[src/rtl/rr_req_arbiter.sv]
// Round-robin request/grant arbiter with a MAX_HOLD tenure limit and a preemption pulse.
// Optional build macro ARB_ASSERT_EN compiles in concurrent protocol assertions.
module rr_req_arbiter #(
    parameter int N        = 4,
    parameter int MAX_HOLD = 8
) (
    input  logic                 clk,
    input  logic                 rst_n,
    input  logic [N-1:0]         req,
    output logic [N-1:0]         gnt,
    output logic [$clog2(N)-1:0] gnt_id,
    output logic                 busy,
    output logic                 preempt
);

    localparam int ID_W   = $clog2(N);
    localparam int HOLD_W = $clog2(MAX_HOLD);

    localparam logic [HOLD_W-1:0] HOLD_LAST = HOLD_W'(MAX_HOLD - 1);
    localparam logic [HOLD_W-1:0] HOLD_ONE  = HOLD_W'(1);
    localparam logic [ID_W-1:0]   ID_LAST   = ID_W'(N - 1);
    localparam logic [N-1:0]      GNT_ONE   = N'(1);

    typedef enum logic [0:0] {
        IDLE  = 1'b0,
        OWNED = 1'b1
    } state_t;

    state_t             state_r;
    state_t             state_s;
    logic [N-1:0]       gnt_r;
    logic [N-1:0]       gnt_s;
    logic [ID_W-1:0]    gnt_id_r;
    logic [ID_W-1:0]    gnt_id_s;
    logic               busy_r;
    logic               busy_s;
    logic               preempt_r;
    logic               preempt_s;
    logic [HOLD_W-1:0]  hold_cnt_r;
    logic [HOLD_W-1:0]  hold_cnt_s;
    logic [ID_W-1:0]    last_owner_r;
    logic [ID_W-1:0]    last_owner_s;

    logic [N-1:0]       others_s;
    logic               owner_req_s;
    logic [ID_W:0]      pick_s;
    logic               do_grant_s;

    // Round-robin search: first set bit of vec starting at last+1, wrapping; MSB of result = found.
    // Scanning from the farthest candidate down lets the nearest one overwrite the result.
    function automatic logic [ID_W:0] rr_pick(input logic [N-1:0]    vec,
                                              input logic [ID_W-1:0] last);
        logic [ID_W:0] result;
        int            idx;
        result = {(ID_W + 1){1'b0}};
        for (int k = N; k >= 1; k--) begin
            idx = (int'(last) + k) % N;
            if (vec[idx]) begin
                result = {1'b1, ID_W'(idx)};
            end else begin
                result = result;
            end
        end
        return result;
    endfunction

    // Next-state, grant selection and hold-counter logic
    always_comb begin
        state_s      = state_r;
        gnt_s        = gnt_r;
        gnt_id_s     = gnt_id_r;
        hold_cnt_s   = hold_cnt_r;
        last_owner_s = last_owner_r;
        preempt_s    = 1'b0;
        do_grant_s   = 1'b0;

        // The owner is masked out so a preemption never re-selects it.
        others_s    = req & ~gnt_r;
        owner_req_s = |(req & gnt_r);
        pick_s      = rr_pick(others_s, last_owner_r);

        case (state_r)
            IDLE: begin
                if (pick_s[ID_W]) begin
                    do_grant_s = 1'b1;
                end else begin
                    state_s = IDLE;
                end
            end
            OWNED: begin
                if (!owner_req_s) begin
                    if (pick_s[ID_W]) begin
                        do_grant_s = 1'b1;
                    end else begin
                        state_s    = IDLE;
                        gnt_s      = {N{1'b0}};
                        gnt_id_s   = {ID_W{1'b0}};
                        hold_cnt_s = {HOLD_W{1'b0}};
                    end
                end else if (hold_cnt_r == HOLD_LAST) begin
                    if (pick_s[ID_W]) begin
                        do_grant_s = 1'b1;
                        preempt_s  = 1'b1;
                    end else begin
                        // Nobody waiting: the owner simply starts a fresh tenure.
                        hold_cnt_s = {HOLD_W{1'b0}};
                    end
                end else begin
                    hold_cnt_s = hold_cnt_r + HOLD_ONE;
                end
            end
            default: begin
                state_s    = IDLE;
                gnt_s      = {N{1'b0}};
                gnt_id_s   = {ID_W{1'b0}};
                hold_cnt_s = {HOLD_W{1'b0}};
            end
        endcase

        if (do_grant_s) begin
            state_s      = OWNED;
            gnt_s        = GNT_ONE << pick_s[ID_W-1:0];
            gnt_id_s     = pick_s[ID_W-1:0];
            hold_cnt_s   = {HOLD_W{1'b0}};
            last_owner_s = pick_s[ID_W-1:0];
        end else begin
            last_owner_s = last_owner_s;
        end

        busy_s = (state_s == OWNED);
    end

    // State and registered output update
    always_ff @(posedge clk or negedge rst_n) begin
        if (!rst_n) begin
            state_r      <= IDLE;
            gnt_r        <= {N{1'b0}};
            gnt_id_r     <= {ID_W{1'b0}};
            busy_r       <= 1'b0;
            preempt_r    <= 1'b0;
            hold_cnt_r   <= {HOLD_W{1'b0}};
            last_owner_r <= ID_LAST;
        end else begin
            state_r      <= state_s;
            gnt_r        <= gnt_s;
            gnt_id_r     <= gnt_id_s;
            busy_r       <= busy_s;
            preempt_r    <= preempt_s;
            hold_cnt_r   <= hold_cnt_s;
            last_owner_r <= last_owner_s;
        end
    end

    assign gnt     = gnt_r;
    assign gnt_id  = gnt_id_r;
    assign busy    = busy_r;
    assign preempt = preempt_r;

`ifdef ARB_ASSERT_EN
    localparam int WAIT_LIMIT = N * MAX_HOLD;
    localparam int WAIT_W     = $clog2(WAIT_LIMIT + 2);
    localparam logic [WAIT_W-1:0] WAIT_SAT = WAIT_W'(WAIT_LIMIT + 1);
    localparam logic [WAIT_W-1:0] WAIT_MAX = WAIT_W'(WAIT_LIMIT);
    localparam logic [WAIT_W-1:0] WAIT_ONE = WAIT_W'(1);

    logic [WAIT_W-1:0] wait_cnt_r [N];

    // Consecutive cycles each requester has been pending without its grant
    always_ff @(posedge clk or negedge rst_n) begin
        if (!rst_n) begin
            for (int i = 0; i < N; i++) begin
                wait_cnt_r[i] <= {WAIT_W{1'b0}};
            end
        end else begin
            for (int i = 0; i < N; i++) begin
                if (req[i] && !gnt[i]) begin
                    if (wait_cnt_r[i] != WAIT_SAT) begin
                        wait_cnt_r[i] <= wait_cnt_r[i] + WAIT_ONE;
                    end else begin
                        wait_cnt_r[i] <= wait_cnt_r[i];
                    end
                end else begin
                    wait_cnt_r[i] <= {WAIT_W{1'b0}};
                end
            end
        end
    end

    a_onehot: assert property (@(posedge clk) disable iff (!rst_n) $onehot0(gnt))
        else $error("gnt not onehot0 at t=%0t", $time);

    a_preempt: assert property (@(posedge clk) disable iff (!rst_n) preempt |-> $past(busy))
        else $error("preempt without prior busy at t=%0t", $time);

    for (genvar g = 0; g < N; g++) begin : g_req_chk
        a_gnt_req: assert property (@(posedge clk) disable iff (!rst_n) gnt[g] |-> $past(req[g]))
            else $error("grant without request at t=%0t", $time);
        // Pending request must be granted within N*MAX_HOLD cycles.
        a_live: assert property (@(posedge clk) disable iff (!rst_n) wait_cnt_r[g] <= WAIT_MAX)
            else $error("request starved at t=%0t", $time);
    end
`endif

endmodule
[config.mk]
export PLATFORM = sky130hd
export DESIGN_NAME = rr_req_arbiter
export DESIGN_NICKNAME = d
export VERILOG_FILES = /design/src/rtl/rr_req_arbiter.sv
export SDC_FILE = /design/constraint.sdc
export NUM_CORES = 1
export LEC_CHECK = 0
export CELL_PAD_IN_SITES_DETAIL_PLACEMENT = 1
export CELL_PAD_IN_SITES_GLOBAL_PLACEMENT = 2
export CORE_MARGIN = 2
export CORE_UTILIZATION = 33
export DETAILED_ROUTE_END_ITERATION = 12
export GPL_TIMING_DRIVEN = 0
export PLACE_DENSITY_LB_ADDON = 0.1
export SLEW_MARGIN = 0
export SYNTH_ARGS = -nofsm -noshare
export SYNTH_HDL_FRONTEND = slang
export SYNTH_SLANG_ARGS = --single-unit
[constraint.sdc]
create_clock -name clk -period 2.62 [get_ports clk]
set_input_delay 0.524 -clock clk [delete_from_list [all_inputs] [get_ports clk]]
set_output_delay 0.524 -clock clk [all_outputs]
set_load 0.05 [all_outputs]
# ---- Word level (Yosys, flattened, before mapping)
# Cells that the tools add are included.
dict set report word_totals {
  wordCells 72
  register_bits 13
  output_inout_bits 8
}
dict set report classes {
  bitwise_logic 8
  add_sub_neg 5
  reduce_logical 7
  n_eq_ne 3
  shift 1
  magnitude_cmp 4
  muxes 38
}
# cell n
set op_table {}
lappend op_table {{$mux W3} 9}
lappend op_table {{$lt A3 B4 Y1 const B} 4}
lappend op_table {{$mux W4} 4}
lappend op_table {{$mux W1} 15}
lappend op_table {{$and A4 B4 Y4} 2}
lappend op_table {{$bmux W1 S2} 4}
lappend op_table {{$mux W2} 4}
lappend op_table {{$reduce_or A2 Y1} 4}
lappend op_table {{$add A2 B1 Y2 const B} 2}
lappend op_table {{$add A2 B2 Y2 const B} 2}
lappend op_table {{$and A1 B1 Y1 const A} 4}
lappend op_table {{$ne A2 B1 Y1 const B} 2}
lappend op_table {{$not A4 Y4} 1}
lappend op_table {{$pmux W1 S2} 2}
lappend op_table {{$reduce_or A4 Y1} 1}
lappend op_table {{$shl A1 B2 Y4 const A} 1}
lappend op_table {{$add A3 B1 Y3 const B} 1}
lappend op_table {{$eq A3 B3 Y1 const B} 1}
lappend op_table {{$reduce_and A3 Y1} 1}
lappend op_table {{$reduce_bool A2 Y1} 1}
lappend op_table {{$not A1 Y1} 1}

# ---- Longest topological paths before layout
# Gate-level depths: netlist (run 1).
dict set report logic_depth {
  depth_word 16
  mapped_depth 6
  depth_no_buf 6
}

# ---- Least setup slack after synthesis (run 1)
# Ideal clock, no wire load.
dict set report synth_path {
  path_type {reg-to-reg}
  start {register gnt_r[1] (netlist: gnt[1])}
  end {register gnt_r[2] (netlist: gnt[2])}
  path_stages_with_launch 5
  arrival_time_ns 1.596
  setup_ns 0.121
  synth_period_minus_slack_ns 1.717
  path_buffers 0
  setup_slack_ns 0.903
  path_cell_list {dfrtp_1 -> or3b_1 -> or2_1 -> and4bb_4 -> a22o_1}
}
dict set report synth_between {
  elab_chain_cells 15
}
# element line
set synth_lines {}
lappend synth_lines {{from (decl)} 31} ;# logic [N-1:0] gnt_r;
lappend synth_lines {{from (signal assigned)} 137} ;# gnt_r <= {N{1'b0}};
lappend synth_lines {{from (signal assigned)} 145} ;# gnt_r <= gnt_s;
lappend synth_lines {{$not A4 Y4} 78} ;# others_s = req & ~gnt_r;
lappend synth_lines {{$and A4 B4 Y4} 78}
lappend synth_lines {{$bmux W1 S2} 58} ;# if (vec[idx]) begin
lappend synth_lines {{$mux W1 (not written as such) (2 in series)} 58}
lappend synth_lines {{$mux W3 (4 in series)} 58}
lappend synth_lines {{$mux W1} {84, 92, 101}}
lappend synth_lines {{$mux W1} 100} ;# end else if (hold_cnt_r == HOLD_LAST) begin
lappend synth_lines {{$mux W1} 91} ;# if (!owner_req_s) begin
lappend synth_lines {{$pmux W1 S2} 82} ;# case (state_r)
lappend synth_lines {{$ne A2 B1 Y1 (no source line) or $reduce_bool A2 Y1 (tied branches)} -}
lappend synth_lines {{$reduce_and A3 Y1 (no source line)} -}
# Parallel ways exist; a longest one is shown, timed or not. The select of a mux whose other input is x is not followed.
# A chain may end at the register's enable or synchronous reset.

# ---- Worst setup path in the final report (run 1)
dict set report layout_path {
  start {register busy_r (netlist: busy)}
  end {output busy}
}
# element line
set layout_lines {}
lappend layout_lines {{from (decl)} 35} ;# logic busy_r;
lappend layout_lines {{from (signal assigned)} 147} ;# busy_r <= busy_s;
lappend layout_lines {{to (decl)} 12} ;# output logic busy,
# No word-level cell between the ends.

==> results_dict.tcl, run 1 <==
set metrics [dict create \
    cts_made_buffers 3 \
    filler_cell_count_in_the_final_layout 221 \
    dr_total_vias 600 \
    wl_per_cell_um 15.43 \
    critPathBufInv 1 \
    io_pins 14 \
    insertion_delay_ns 0.27 \
    post_cts_resized 0 \
    critical-path-top-delay-family "buffers and inverters" \
    pwr_density_cell_nw_per_um2 1254 \
    crit_reg_reg_startpoint "hold_cnt_r[0]$_DFFE_PN0P_" \
    dp.cells 105 \
    antenna_cells 0 \
    crit_path_cell_trace "clkdlybuf4s50_1" \
    gp_routability_congestion 0.7383 \
    drive_above_1_share 0.1220 \
    syn2layout_area_growth_pct 27.24 \
    worst_slew_pin_slew_ns 0.5754 \
    final.setup_skew_ns 0.004474 \
    clock_power_share 0.109 \
    run_status "finished clean" \
    synthesis.yosys.warnings 0 \
    timing.hold.worst.class "register to register" \
    worst_setup_hold_path_clk_slew_ns 0.08 \
    placed_area_um2 862.1 \
    fp.dieH_um 50.00 \
    crit_arrival_ns 1.62 \
    rsz_0062_raised_after_global_routing "no" \
    p_leak_uw 0.0003745 \
    critical_path.max_stage_delay_ns 0.86 \
    totalWireLength_mm 1.682 \
    finish_stage_setup_viols 0 \
    largest_net_degree_at_the_start_of_global_routing 14 \
    post_drt_via_cell_ratio 5.505 \
    crit_fanout 9 \
    clock_tree_from_tritoncts "built" \
    coreArea_um2 1982 \
    detailedRoute.firstIterationViolations 7 \
    post_synth_num_cell_types 28 \
    worstSetupStartpointType "register" \
    detail_route.drc_violations 0 \
    sw_frac_of_total 0.4517 \
    antenna_found_initial 0 \
    worstHoldEndpoint "gnt_id[1]$_DFFE_PN0P_" \
    achievable_frequency_mhz 466.3 \
    reg2reg_setup_slack_ns 0.74 \
    worst_hold_path.num_cells 1 \
    wire_length_of_the_first_global_routing_pass_mm 2.925 \
    place_hpwl_mm 1.336 \
    finish.instance_area_um2 888.4 \
    slew_headroom 0.6152 \
    p_int_uw 611.0 \
    postCtsSetupBuffers 0 \
    worstSetupPathType "register to output port" \
    critPathCaptureType "output port" \
    timing.critical_path.required_ns 2.10 \
    finalHoldWorstSlack_ns 0.4834 \
    num_rows 16 \
    finalCoreUtilization 0.4482 \
    final_min_period_over_clock_period 0.8186 \
    yosys_register_bits 13 \
    floorplan.die.width_um 50.00 \
    start_util 0.3523 \
    fp.dieArea_um2 2500 \
    first_global_vias 611 \
    crit_path_top_delay_cell "clkdlybuf4s50_1" \
    fin_nets 91 \
    final_max_slew_viol_count 0 \
    first_pass_iters 4 \
    ctsLongestPathBuffers 2 \
    synth.cell_area_um2 698.2 \
    clock_sinks 13 \
    net-switching-power_uw 503.4 \
    postSynthCellCount 65 \
    seq_area_frac_synth 0.4695 \
    timing.rr.end "gnt[3]$_DFFE_PN0P_" \
    worst_ir_drop_vdd_mv 0.5161 \
    grt_util_all_layers 0.1553 \
    antenna_left 0 \
    worst-r2r-cell-count 6 \
    portBuffers 13 \
    max_cap_violations 0 \
    holdBufCountCts 0 \
    finalHoldViolations 0 \
    synth_net_count 73 \
    min_from "gnt_id[1]$_DFFE_PN0P_" \
    fin_crit_period_ns 2.145 \
    clock_tree.root_cell "clkbuf_4" \
    power_share_of_the_combinational_group 0.558 \
    cts_max_level 1 \
    power_frac_seq 0.333 \
    postSynthAreaPerCell_um2 10.74 \
    setup_total_negative_slack_ns 0 \
    globalRouteOverflowTotal 0 \
    layoutNonFillerInstCount 109 \
]
==> flip-flops by register name, summed over array words and instances, names as in the netlist <==
signal / flops
preempt: 1
gnt: 4
gnt_id: 2
busy: 1
last_owner_r: 2
hold_cnt_r: 3
==> layer usage <==
metal / part of all wire / global-route usage / vias to the layer above
met1: 0.49 / 0.2201 / 303
met3: 0.026 / 0.03030 / 0
met2: 0.48 / 0.2325 / 8
met5: 0 / 0 / -
li1: - / - / 289
met4: 0 / 0.05556 / 0
==> worst max-delay path by stage <==
stage | from | end | slack, ns | cells after the start
finish | busy$_DFF_PN0_ | busy | 0.48 | 1
global route | busy$_DFF_PN0_ | busy | 0.42 | 1
CTS | busy$_DFF_PN0_ | busy | 0.45 | 1
detailed placement | req[0] | gnt[0]$_DFFE_PN0P_ | 0.42 | 5
global placement | req[0] | gnt[0]$_DFFE_PN0P_ | 0.39 | 5
floorplan | gnt[1]$_DFFE_PN0P_ | gnt[2]$_DFFE_PN0P_ | 0.90 | 4
==> Yosys cell counts <==
library cell | instances | area [µm²]
a221oi_1 | 1 | 8.760
nand3b_1 | 2 | 15.01
a22oi_1 | 2 | 15.01
a32oi_1 | 1 | 8.760
a21oi_1 | 2 | 10.01
ha_1 | 2 | 25.02
a221o_2 | 1 | 11.26
a21bo_2 | 1 | 10.01
nand2_1 | 6 | 22.52
and4_1 | 1 | 8.760
and2_1 | 1 | 6.260
nor2b_1 | 2 | 12.51
a22o_1 | 3 | 26.28
mux2_2 | 1 | 11.26
a32o_1 | 2 | 20.02
and4bb_4 | 1 | 16.27
and3b_2 | 1 | 10.01
a21o_1 | 3 | 22.52
or2_1 | 1 | 6.260
or3b_1 | 1 | 8.760
dfstp_2 | 2 | 52.55
nor2_1 | 4 | 15.01
dfrtp_1 | 11 | 275.3
o22ai_1 | 3 | 18.77
o21ai_0 | 3 | 15.01
o221ai_1 | 1 | 8.760
nand2b_1 | 5 | 31.28
nand4_1 | 1 | 6.260
==> placed cells by master, fill, tap and decap left out <==
cell / n
clkdlybuf4s50_1: 13
nand2b_1: 5
ha_1: 2
and4_1: 1
a21oi_1: 2
dfrtp_1: 11
a22oi_1: 2
and3b_2: 1
a32oi_1: 1
nand4_1: 1
or2_1: 1
nand2_1: 6
and4bb_4: 1
a221oi_1: 1
a21bo_2: 1
dfstp_2: 2
clkbuf_4: 3
mux2_2: 1
a221o_2: 1
o21ai_0: 3
and2_1: 1
o221ai_1: 1
or3b_1: 1
nand3b_1: 2
clkbuf_1: 1
nor2_1: 4
nor2b_1: 2
a22o_1: 3
o22ai_1: 3
a21o_1: 3
a32o_1: 2
==> stage by stage <==
| stage | total power [µW] | worst slack (ns) |
|---|---|---|
| after floorplan | 806.2 | 0.9032 |
| after global placement | 984.3 | 0.3949 |
| after detailed placement | 1003 | 0.4212 |
| after CTS | 1127 | 0.4499 |
| after global routing | 1198 | 0.4150 |
| final | 1114 | 0.4753 |
==> cell type report <==
| class | instances | area, µm² | share of cell area |
|---|---|---|---|
| multi-input combinational | 52 | 370.4 | 0.4169 |
| sequential | 13 | 327.8 | 0.3690 |
| timing repair buffer | 13 | 130.1 | 0.1465 |
| clock buffer | 4 | 26.28 | 0.02958 |
| tap | 27 | 33.78 | 0.03803 |
==> power groups by stage <==
stage               clock [µW]  sequential, µW  combinational, µW
floorplan                    0             496                311
CTS                        126             371                630
finish                     122             371                622
global route               135             385                678
detailed placement           0             375                628
global placement             0             368                616
==> logic make-up after synthesis <==
group / share of synthesized area
AO/OA/AOI/OAI: 0.2509
adder cells (fa/ha/maj): 0.03584
flip-flops: 0.4695
multiplexers: 0.01613
AND/OR/NAND/NOR: 0.2276
Power figures use the tool's default switching activity.
==> run 2: changes to the inputs <==
--- a/config.mk
+++ b/config.mk
@@ -8,7 +8,7 @@
 export CELL_PAD_IN_SITES_DETAIL_PLACEMENT = 1
 export CELL_PAD_IN_SITES_GLOBAL_PLACEMENT = 2
 export CORE_MARGIN = 2
-export CORE_UTILIZATION = 33
+export CORE_UTILIZATION = 28
 export DETAILED_ROUTE_END_ITERATION = 12
 export GPL_TIMING_DRIVEN = 0
 export PLACE_DENSITY_LB_ADDON = 0.1
==> constraint.sdc (replaced) <==
create_clock -name clk -period 1.9 [get_ports clk]
set_input_delay 0.38 -clock clk [delete_from_list [all_inputs] [get_ports clk]]
set_output_delay 0.38 -clock clk [all_outputs]
set_load 0.05 [all_outputs]
==> run 2 against run 1 <==
Die area up 16%. Sequential share of layout area down 0.71 points. Sequential power up 38%. Utilization down 7.2 points. Flip-flop and latch count unchanged. Count of clock-buffer cells in the layout stayed put. Via count grew 3.0%. Global-route usage down 1.4 points. Critical path type unchanged.
==> results_dict.tcl, run 2 (same netlist as run 1, synthesis figures left out) <==
set metrics [dict create \
    run_status "finished clean" \
    antenna_cells 0 \
    achievable_frequency_mhz 554.9 \
    pwr_density_cell_nw_per_um2 1705 \
    max_cap_violations 0 \
    mostFrequentLayoutCell "dfrtp_1" \
    totalWireLength_mm 1.720 \
    io_pins 14 \
    post_drt_via_cell_ratio 5.518 \
    rsz_0062_raised_after_global_routing "no" \
    clock_tree.root_cell "clkbuf_4" \
    fp.dieH_um 53.94 \
    worst_setup_hold_path_clk_slew_ns 0.08 \
    filler_cell_count_in_the_final_layout 275 \
    worstSetupStartpointType "register" \
    fin_nets 91 \
    critPathBufInv 1 \
    critPathCaptureType "output port" \
    gp_routability_congestion 0.6512 \
    layout.area.seq_um2 327.8 \
    slew_headroom 0.5993 \
    clock_tree_from_tritoncts "built" \
    place_hpwl_mm 1.340 \
    finalHoldViolations 0 \
    final_max_slew_viol_count 0 \
    fin_crit_period_ns 1.802 \
    crit_path_top_delay_cell "clkdlybuf4s50_1" \
    cts_made_buffers 3 \
    max_ffs_per_register 4 \
    area_occupied_by_multi_input_gates_um2 382.9 \
    finalHoldWorstSlack_ns 0.4788 \
    first_pass_iters 4 \
    p_leak_uw 0.0004117 \
    cts_max_level 1 \
    clock_sinks 13 \
    ctsLongestPathBuffers 2 \
    crit_arrival_ns 1.42 \
    critical-path-top-delay-family "buffers and inverters" \
    antenna_found_initial 0 \
    postCtsSetupBuffers 0 \
    start_util 0.2897 \
    portBuffers 13 \
    final_min_period_over_clock_period 0.9484 \
    worst_ir_drop_vdd_mv 0.8664 \
    reg2reg_setup_slack_ns 0.14 \
    final.setup_skew_ns 0.002933 \
    timing.rr.end "gnt[2]$_DFFE_PN0P_" \
    fp.dieArea_um2 2909 \
    finish_stage_setup_viols 0 \
    timing.hold.worst.class "primary input to async pin" \
    largest_net_degree_at_the_start_of_global_routing 14 \
    detail_route.drc_violations 0 \
    globalRouteOverflowTotal 0 \
    insertion_delay_ns 0.27 \
    finalCoreUtilization 0.3759 \
    wire_length_of_the_first_global_routing_pass_mm 2.870 \
    timing.critical_path.required_ns 1.52 \
    floorplan.die.width_um 53.94 \
    placed_area_um2 865.8 \
    coreArea_um2 2410 \
    critical_path.max_stage_delay_ns 0.80 \
    crit_fanout 2 \
    layout.cells.most_common_list "dfrtp_1, clkdlybuf4s50_1, nand2_1, nand2b_1, nor2_1" \
    finalPower_uw 1545 \
    grt_util_all_layers 0.1410 \
    drive_above_1_share 0.1585 \
    finish.instance_area_um2 905.9 \
    syn2layout_area_growth_pct 29.75 \
    holdBufCountCts 0 \
    dr_total_vias 618 \
    worstSetupPathType "register to output port" \
    wl_per_cell_um 15.36 \
    crit_path_cell_trace "clkdlybuf4s50_1" \
    crit_reg_reg_startpoint "hold_cnt_r[0]$_DFFE_PN0P_" \
    worst_slew_pin_slew_ns 0.5992 \
    first_global_vias 613 \
    worst-r2r-cell-count 5 \
    detailedRoute.firstIterationViolations 6 \
    num_rows 18 \
    antenna_left 0 \
]
[run 2: cell count changes in the layout (fill, tap and decap cells not counted)]
| cell | previous run | this run |
|---|---|---|
| a21oi_1 | 2 | 1 |
| a21oi_2 | 0 | 1 |
| a221oi_1 | 1 | 0 |
| a221oi_2 | 0 | 1 |
| clkdlybuf4s50_1 | 13 | 8 |
| dlygate4sd2_1 | 0 | 3 |
| dlymetal6s2s_1 | 0 | 2 |
| nor2b_1 | 2 | 1 |
| nor2b_2 | 0 | 1 |
[run 2: where the power goes]
group | switching (µW) | total (µW) | internal, µW
sequential | 113 | 513 | 401
clock | 91.9 | 173 | 81.3
combinational | 505 | 858 | 353
[run 2: worst register-to-register path: cells and delay by family (launching register included)]
family | cells | cell delay [ns]
fa+ha+maj | 2 | 0.42
flops | 1 | 0.40
compound gates | 2 | 0.70
simple gates | 1 | 0.18
[run 2: per-layer routing]
metal	track usage	up-vias	wire length, µm
met5	0	-	0
met2	0.2195	12	781
met1	0.1948	310	854
met3	0.01667	4	53
met4	0.06410	0	30
li1	-	292	-
[run 2: how the worst max path moves through the flow]
stage                                          from  depth (start not counted)  slack (ns)            endpoint
after floorplan                  gnt[1]$_DFFE_PN0P_                          4        0.18  gnt[2]$_DFFE_PN0P_
after global placement                       req[0]                          5       -0.20  gnt[0]$_DFFE_PN0P_
after detailed placement                     req[0]                          5       -0.20  gnt[0]$_DFFE_PN0P_
after CTS                        gnt[3]$_DFFE_PN0P_                          1        0.01              gnt[3]
after global routing      hold_cnt_r[0]$_DFFE_PN0P_                          5        0.02  gnt[2]$_DFFE_PN0P_
final                         gnt_id[0]$_DFFE_PN0P_                          1         0.1           gnt_id[0]
[run 2: final cells by class]
type | instances | share of cell area
clock buffer | 4 | 0.02901
tap | 30 | 0.04144
sequential | 13 | 0.3619
timing repair buffer | 13 | 0.1450
multi-input combinational | 52 | 0.4227
[run 2: through the flow]
stage                     TNS, ns  setup slack, ns  std cells
after floorplan                 0           0.1832         65
after global placement     -1.110          -0.1989        108
after detailed placement   -1.174          -0.2049        108
after CTS                       0          0.01392        112
after global routing            0          0.02377        112
final                           0          0.09800        112
[run 2: repair_timing]
| item | in CTS | in global routing |
|---|---|---|
| gates resized for setup | 3 | 5 |
| setup endpoints to repair | 3 | 6 |
| pin swaps | 0 | 0 |
